--- src/rtl/cp0_irq_if.sv ---
// Register-file and exception-commit bundle between the pipeline and coprocessor 0.
interface cp0_irq_if #(
   parameter int HW_IRQ_NUM = 6
);
   logic [7:0]            raddr;
   logic [31:0]           rdata;
   logic                  wen;
   logic [7:0]            waddr;
   logic [31:0]           wdata;
   logic [HW_IRQ_NUM-1:0] hw_int;
   logic                  exp_en;
   logic                  exp_badvaddr_en;
   logic [31:0]           exp_badvaddr;
   logic                  exp_bd;
   logic [4:0]            exp_code;
   logic [31:0]           exp_epc;
   logic                  eret;
   logic                  int_req;
   logic [31:0]           epc_out;
   logic                  exl_out;

   modport master (
      output raddr, wen, waddr, wdata, hw_int, exp_en, exp_badvaddr_en,
             exp_badvaddr, exp_bd, exp_code, exp_epc, eret,
      input  rdata, int_req, epc_out, exl_out
   );

   modport slave (
      input  raddr, wen, waddr, wdata, hw_int, exp_en, exp_badvaddr_en,
             exp_badvaddr, exp_bd, exp_code, exp_epc, eret,
      output rdata, int_req, epc_out, exl_out
   );
endinterface

--- src/rtl/cp0_irq.sv ---
// Coprocessor 0: BadVAddr/Count/Compare/Status/Cause/EPC, prescaled timer,
// hardware interrupt sampling, exception entry and ERET.
module cp0_irq #(
   parameter int HW_IRQ_NUM = 6,
   parameter int COUNT_DIV  = 2
) (
   input logic       clk,
   input logic       rst,
   cp0_irq_if.slave  bus
);
   localparam int PW = (COUNT_DIV > 1) ? $clog2(COUNT_DIV) : 1;
   localparam logic [PW-1:0] PMAX = PW'(COUNT_DIV - 1);

   localparam logic [7:0] A_BADVADDR = 8'h40;
   localparam logic [7:0] A_COUNT    = 8'h48;
   localparam logic [7:0] A_COMPARE  = 8'h58;
   localparam logic [7:0] A_STATUS   = 8'h60;
   localparam logic [7:0] A_CAUSE    = 8'h68;
   localparam logic [7:0] A_EPC      = 8'h70;

   logic [31:0]           badvaddr, count, compare, epc;
   logic [7:0]            im;
   logic                  exl, ie;
   logic                  bd, ti;
   logic [1:0]            sw;
   logic [4:0]            exc;
   logic [HW_IRQ_NUM-1:0] hw_q;
   logic [PW-1:0]         presc;

   logic                  tick;
   logic [7:0]            ip;
   logic                  wr_count, wr_compare, wr_status, wr_cause, wr_epc;

   assign tick       = (presc == PMAX);
   assign wr_count   = bus.wen && (bus.waddr == A_COUNT);
   assign wr_compare = bus.wen && (bus.waddr == A_COMPARE);
   assign wr_status  = bus.wen && (bus.waddr == A_STATUS);
   assign wr_cause   = bus.wen && (bus.waddr == A_CAUSE);
   assign wr_epc     = bus.wen && (bus.waddr == A_EPC);

   // Line i lands on IP[2+i]; with six lines the last one shares IP[7] with the timer.
   always_comb begin
      ip      = '0;
      ip[1:0] = sw;
      for (int i = 0; i < HW_IRQ_NUM; i++) begin
         ip[2+i] = hw_q[i];
      end
      ip[7] = ip[7] | ti;
   end

   always_comb begin
      bus.rdata = '0;
      case (bus.raddr)
         A_BADVADDR: bus.rdata = badvaddr;
         A_COUNT:    bus.rdata = count;
         A_COMPARE:  bus.rdata = compare;
         A_STATUS:   bus.rdata = {9'b0, 1'b1, 6'b0, im, 6'b0, exl, ie};
         A_CAUSE:    bus.rdata = {bd, ti, 14'b0, ip, 1'b0, exc, 2'b0};
         A_EPC:      bus.rdata = epc;
         default:    bus.rdata = '0;
      endcase
   end

   assign bus.int_req = ie & ~exl & (|(ip & im));
   assign bus.epc_out = epc;
   assign bus.exl_out = exl;

   always_ff @(posedge clk) begin
      if (rst) begin
         badvaddr <= '0;
         count    <= '0;
         compare  <= '0;
         epc      <= '0;
         im       <= '0;
         exl      <= 1'b0;
         ie       <= 1'b0;
         bd       <= 1'b0;
         ti       <= 1'b0;
         sw       <= '0;
         exc      <= '0;
         hw_q     <= '0;
         presc    <= '0;
      end else begin
         hw_q <= bus.hw_int;

         if (wr_count) begin
            count <= bus.wdata;
            presc <= '0;
         end else begin
            presc <= tick ? '0 : presc + 1'b1;
            if (tick) count <= count + 32'd1;
         end

         if (wr_compare) compare <= bus.wdata;

         // A Compare write acknowledges the timer even if a match lands this cycle.
         if (wr_compare)
            ti <= 1'b0;
         else if (tick && (count + 32'd1 == compare))
            ti <= 1'b1;

         if (wr_status) begin
            im <= bus.wdata[15:8];
            ie <= bus.wdata[0];
         end

         if (bus.exp_en)
            exl <= 1'b1;
         else if (bus.eret)
            exl <= 1'b0;
         else if (wr_status)
            exl <= bus.wdata[1];

         if (wr_cause) sw <= bus.wdata[1:0];

         // A nested exception keeps the outer EPC/BD so ERET returns to the original context.
         if (bus.exp_en) begin
            exc <= bus.exp_code;
            if (!exl) begin
               epc <= bus.exp_epc;
               bd  <= bus.exp_bd;
            end
            if (bus.exp_badvaddr_en) badvaddr <= bus.exp_badvaddr;
         end else if (wr_epc) begin
            epc <= bus.wdata;
         end
      end
   end
endmodule

--- src/flat_wrapper.sv ---
// flat-port wrapper written by rule: the top's interface ports become plain ports
module cp0_irq_flat 
#(
   parameter int HW_IRQ_NUM = 6,
   parameter int COUNT_DIV  = 2
)
  (clk, rst, bus_raddr, bus_wen, bus_waddr, bus_wdata, bus_hw_int, bus_exp_en, bus_exp_badvaddr_en, bus_exp_badvaddr, bus_exp_bd, bus_exp_code, bus_exp_epc, bus_eret, bus_rdata, bus_int_req, bus_epc_out, bus_exl_out);
  cp0_irq_if #(.HW_IRQ_NUM(HW_IRQ_NUM)) bus_i ();
  input logic clk;
  input logic rst;
  input wire logic [$bits(bus_i.raddr)-1:0] bus_raddr;
  input wire logic [$bits(bus_i.wen)-1:0] bus_wen;
  input wire logic [$bits(bus_i.waddr)-1:0] bus_waddr;
  input wire logic [$bits(bus_i.wdata)-1:0] bus_wdata;
  input wire logic [$bits(bus_i.hw_int)-1:0] bus_hw_int;
  input wire logic [$bits(bus_i.exp_en)-1:0] bus_exp_en;
  input wire logic [$bits(bus_i.exp_badvaddr_en)-1:0] bus_exp_badvaddr_en;
  input wire logic [$bits(bus_i.exp_badvaddr)-1:0] bus_exp_badvaddr;
  input wire logic [$bits(bus_i.exp_bd)-1:0] bus_exp_bd;
  input wire logic [$bits(bus_i.exp_code)-1:0] bus_exp_code;
  input wire logic [$bits(bus_i.exp_epc)-1:0] bus_exp_epc;
  input wire logic [$bits(bus_i.eret)-1:0] bus_eret;
  output wire logic [$bits(bus_i.rdata)-1:0] bus_rdata;
  output wire logic [$bits(bus_i.int_req)-1:0] bus_int_req;
  output wire logic [$bits(bus_i.epc_out)-1:0] bus_epc_out;
  output wire logic [$bits(bus_i.exl_out)-1:0] bus_exl_out;
  assign bus_i.raddr = bus_raddr;
  assign bus_i.wen = bus_wen;
  assign bus_i.waddr = bus_waddr;
  assign bus_i.wdata = bus_wdata;
  assign bus_i.hw_int = bus_hw_int;
  assign bus_i.exp_en = bus_exp_en;
  assign bus_i.exp_badvaddr_en = bus_exp_badvaddr_en;
  assign bus_i.exp_badvaddr = bus_exp_badvaddr;
  assign bus_i.exp_bd = bus_exp_bd;
  assign bus_i.exp_code = bus_exp_code;
  assign bus_i.exp_epc = bus_exp_epc;
  assign bus_i.eret = bus_eret;
  assign bus_rdata = bus_i.rdata;
  assign bus_int_req = bus_i.int_req;
  assign bus_epc_out = bus_i.epc_out;
  assign bus_exl_out = bus_i.exl_out;
  cp0_irq #(.HW_IRQ_NUM(HW_IRQ_NUM), .COUNT_DIV(COUNT_DIV)) u_core (.clk(clk), .rst(rst), .bus(bus_i));
endmodule
--- config.mk ---
export PLATFORM = sky130hd
export DESIGN_NAME = cp0_irq_flat
export DESIGN_NICKNAME = d
export VERILOG_FILES = /design/src/rtl/cp0_irq_if.sv /design/src/rtl/cp0_irq.sv /design/src/flat_wrapper.sv
export SDC_FILE = /design/constraint.sdc
export NUM_CORES = 1
export LEC_CHECK = 0
export ABC_AREA = 1
export CAP_MARGIN = 30
export CORE_MARGIN = 4
export CORE_UTILIZATION = 45
export DETAILED_ROUTE_END_ITERATION = 10
export PLACE_DENSITY = 0.73
export SYNTH_ARGS = -nofsm -noshare
export SYNTH_HDL_FRONTEND = slang
export SYNTH_SLANG_ARGS = --single-unit
--- constraint.sdc ---
create_clock -name clk -period 3.1 [get_ports clk]
set_input_delay 0.775 -clock clk [delete_from_list [all_inputs] [get_ports clk]]
set_output_delay 0.775 -clock clk [all_outputs]
set_load 0.005 [all_outputs]
==> results.yml <==
clock_network:
  cts_made_buffers: 17
  clk_latency_ps: 430
  clk_pin_slew_ps: 70
  clock-root-buffer: "clkbuf_16"
  cts_tree: "built"
  cts.sinks: 154
  ctsHoldBuffers: 0
  htreeDepth: 4
  clk_path_buf_depth: 2
yosys:
  yosysUniqueCellTypes: 44
  yosysTopAreaCell: "dfxtp_1"
  ys.flop_type: "dfxtp_1"
  synthArstFlopShare: 0
  netlist_instances: 1320
  synth.top_cell.area_share: 0.361
  yosysSeqAreaShare: 0.361
  synth-edff-count: 0
  syn_area_um2: 8530
  synth_area_leaders: "dfxtp_1 (36%), nand2_1 (13%), o21ai_0 (8.7%)"
  postSynthAreaPerCell_um2: 6.46
  ys.warnings.count: 0
  synth.net_count: 1451
  yosys_register_bits: 154
sta:
  period_minus_slack_ps: 3070
  fmax_ghz: 0.326
  drv_slew: 0
  setup_tns_ps: 0
  slew_headroom: 0.635
  clock_skew_ps: 9.83
  setup_viol: 0
  worstMarginPinSlew_ps: 543
  fin_crit_sh: 0.991
  hold_viol: 0
finish:
  final_cells: 1788
  finalNetCount: 1671
  syn_to_final_growth_pct: 39.8
  design_area_um2: 11900
  final_cell_mix: "nand2_1 (301), inv_1 (156), clkdlybuf4s50_1 (155), dfxtp_1 (154), nor2_1 (137)"
  nFillCells: 1693
  layout_commonest_cell: "nand2_1"
  layout-drive-gt1-share: 0.140
drt:
  wire_per_inst_um: 19.5
  dr_total_vias: 10100
  post_drt_via_cell_ratio: 5.65
  routed_wl_um: 34900
  drt-initial-drc-count: 1441
  drtPass1Iterations: 6
  ant_nets: 0
  drc: 0
pwr:
  p_leak_nw: 4.74
  power_density_nw_per_um2: 397
  total_power_w: 0.00473
  ir_drop_uv: 346
critical_path:
  path_max_fanout: 7
  cp_cell_sequence: "buf_4 > nor4_4 > buf_4 > buf_4 > nand2_8 > buf_12 > o22ai_1 > a21oi_1 > o21ai_1 > clkdlybuf4s15_2"
  path_buf_inv: 5
  worstPathArrival_ps: 2300
  required_ps: 2320
  cp_slowest_cell: "nor4_4"
  cp-end-kind: "output port"
  max_stage_delay_ps: 310
  critical-path-top-delay-family: "buffers and inverters"
  path_class: "input pin to output port"
  cp-start-kind: "input pin"
  cp_common_cell: "buf_4"
floorplan:
  core_area_um2: 18600
  io_pins: 196
  initial_core_util: 0.458
  rows: 50
  die_area_um2: 21200
  die_h_um: 146
  die_x_um: 146
min_path:
  hold_class: "flop to flop"
global_route:
  grt_antenna_before_repair: 1
  track_usage: 0.318
  grt_max_degree: 122
  grt_use_met2: 0.473
  grt-ovfl-total: 0
  grt_pass1_vias: 9395
  grt_first_pass_wirelength_um: 53500
  grt_busiest_layer: "met2"
  gr-usage-met3: 0.0860
  met1_usage: 0.458
run_status:
  status: "completed"
job:
  cap_violations: 0
placed_design:
  place.gp.congestion: 0.968
  hpwl_um: 25700
  io_buffer_count: 195
  dp_cells: 1741
  dpl-instance-area_um2: 11000
[where the power goes]
group | total, W | internal [W] | switching (W)
logic | 0.000604 | 0.000300 | 0.000303
clock network | 0.00202 | 0.00111 | 0.000905
registers | 0.00211 | 0.00206 | 0.0000582
[layer usage]
layer	routed length [um]	share of wire
met1	14900	0.43
met3	4190	0.12
met2	15100	0.43
met5	0	0
met4	733	0.021
[state kept, by name (all words and copies together) (netlist names), 2 cells and up]
signal / count
u_core.sw: 2
u_core.bus.epc_out: 32
u_core.count: 32
u_core.hw_q: 6
u_core.exc: 5
u_core.im: 8
u_core.badvaddr: 32
u_core.compare: 32
[cell type report]
type	count	area, um^2	share of cell area
Multi-Input combinational cell	937	4860	0.408
Sequential cell	154	3080	0.259
Timing Repair Buffer	265	2500	0.210
Inverter	165	627	0.0526
Clock buffer	19	433	0.0363
Tap cell	234	293	0.0246
Clock inverter	13	121	0.0102
Antenna cell	1	2.50	0.000210
[cell usage after synthesis (8+ instances only)]
cell	n
a21oi_1	85
a221oi_1	19
a31oi_1	50
clkbuf_1	56
dfxtp_1	154
inv_1	160
nand2_1	306
nand2_2	9
nand3_1	91
nor2_1	140
nor2_4	8
o211ai_1	10
o21ai_0	148
o22ai_1	24
[per-stage QoR]
step                      hold slack [ps]  worst slack [ps]   util
final                                 462              29.4  0.640
after global routing                  470             -25.9  0.640
after CTS                             455             -16.9  0.637
after detailed placement              447              -702  0.592
after global placement                440              -697  0.592
after floorplan                       425               288      -
[path summary, 6_finish.rpt]
check	startpoint	end	slack [ps]	cells after the start
setup / recovery	bus_raddr[1]	bus_rdata[29]	30	10
hold / removal	u_core.badvaddr[18]	u_core.badvaddr[18]	460	2
setup reg to reg	u_core.count[0]	u_core.ti	530	13
hold reg to reg	u_core.badvaddr[18]	u_core.badvaddr[18]	460	2
[what timing repair did]
action	CTS	global route
setup endpoints to repair	32	31
gates resized for setup	193	31
cloned	4	1
pin swaps	9	12
setup buffers	9	1
[logic make-up (layout without fill, tap and decap cells)]
family / after synthesis / in the layout / share of synthesized area
simple gates: 574 / 574 / 0.285
compound gates: 355 / 355 / 0.237
buf+inv: 229 / 462 / 0.102
flops: 154 / 154 / 0.361
xor+xnor: 7 / 7 / 0.0129
fa+ha+maj: 1 / 1 / 0.00147
other cells: 0 / 1 / 0
[tightest hold or removal path, stage by stage (launching register included)]
cell and delay [ps]:
dfxtp_1 300, inv_1 60, a21oi_1 60
Note: power is estimated with default switching activity, not from simulation.
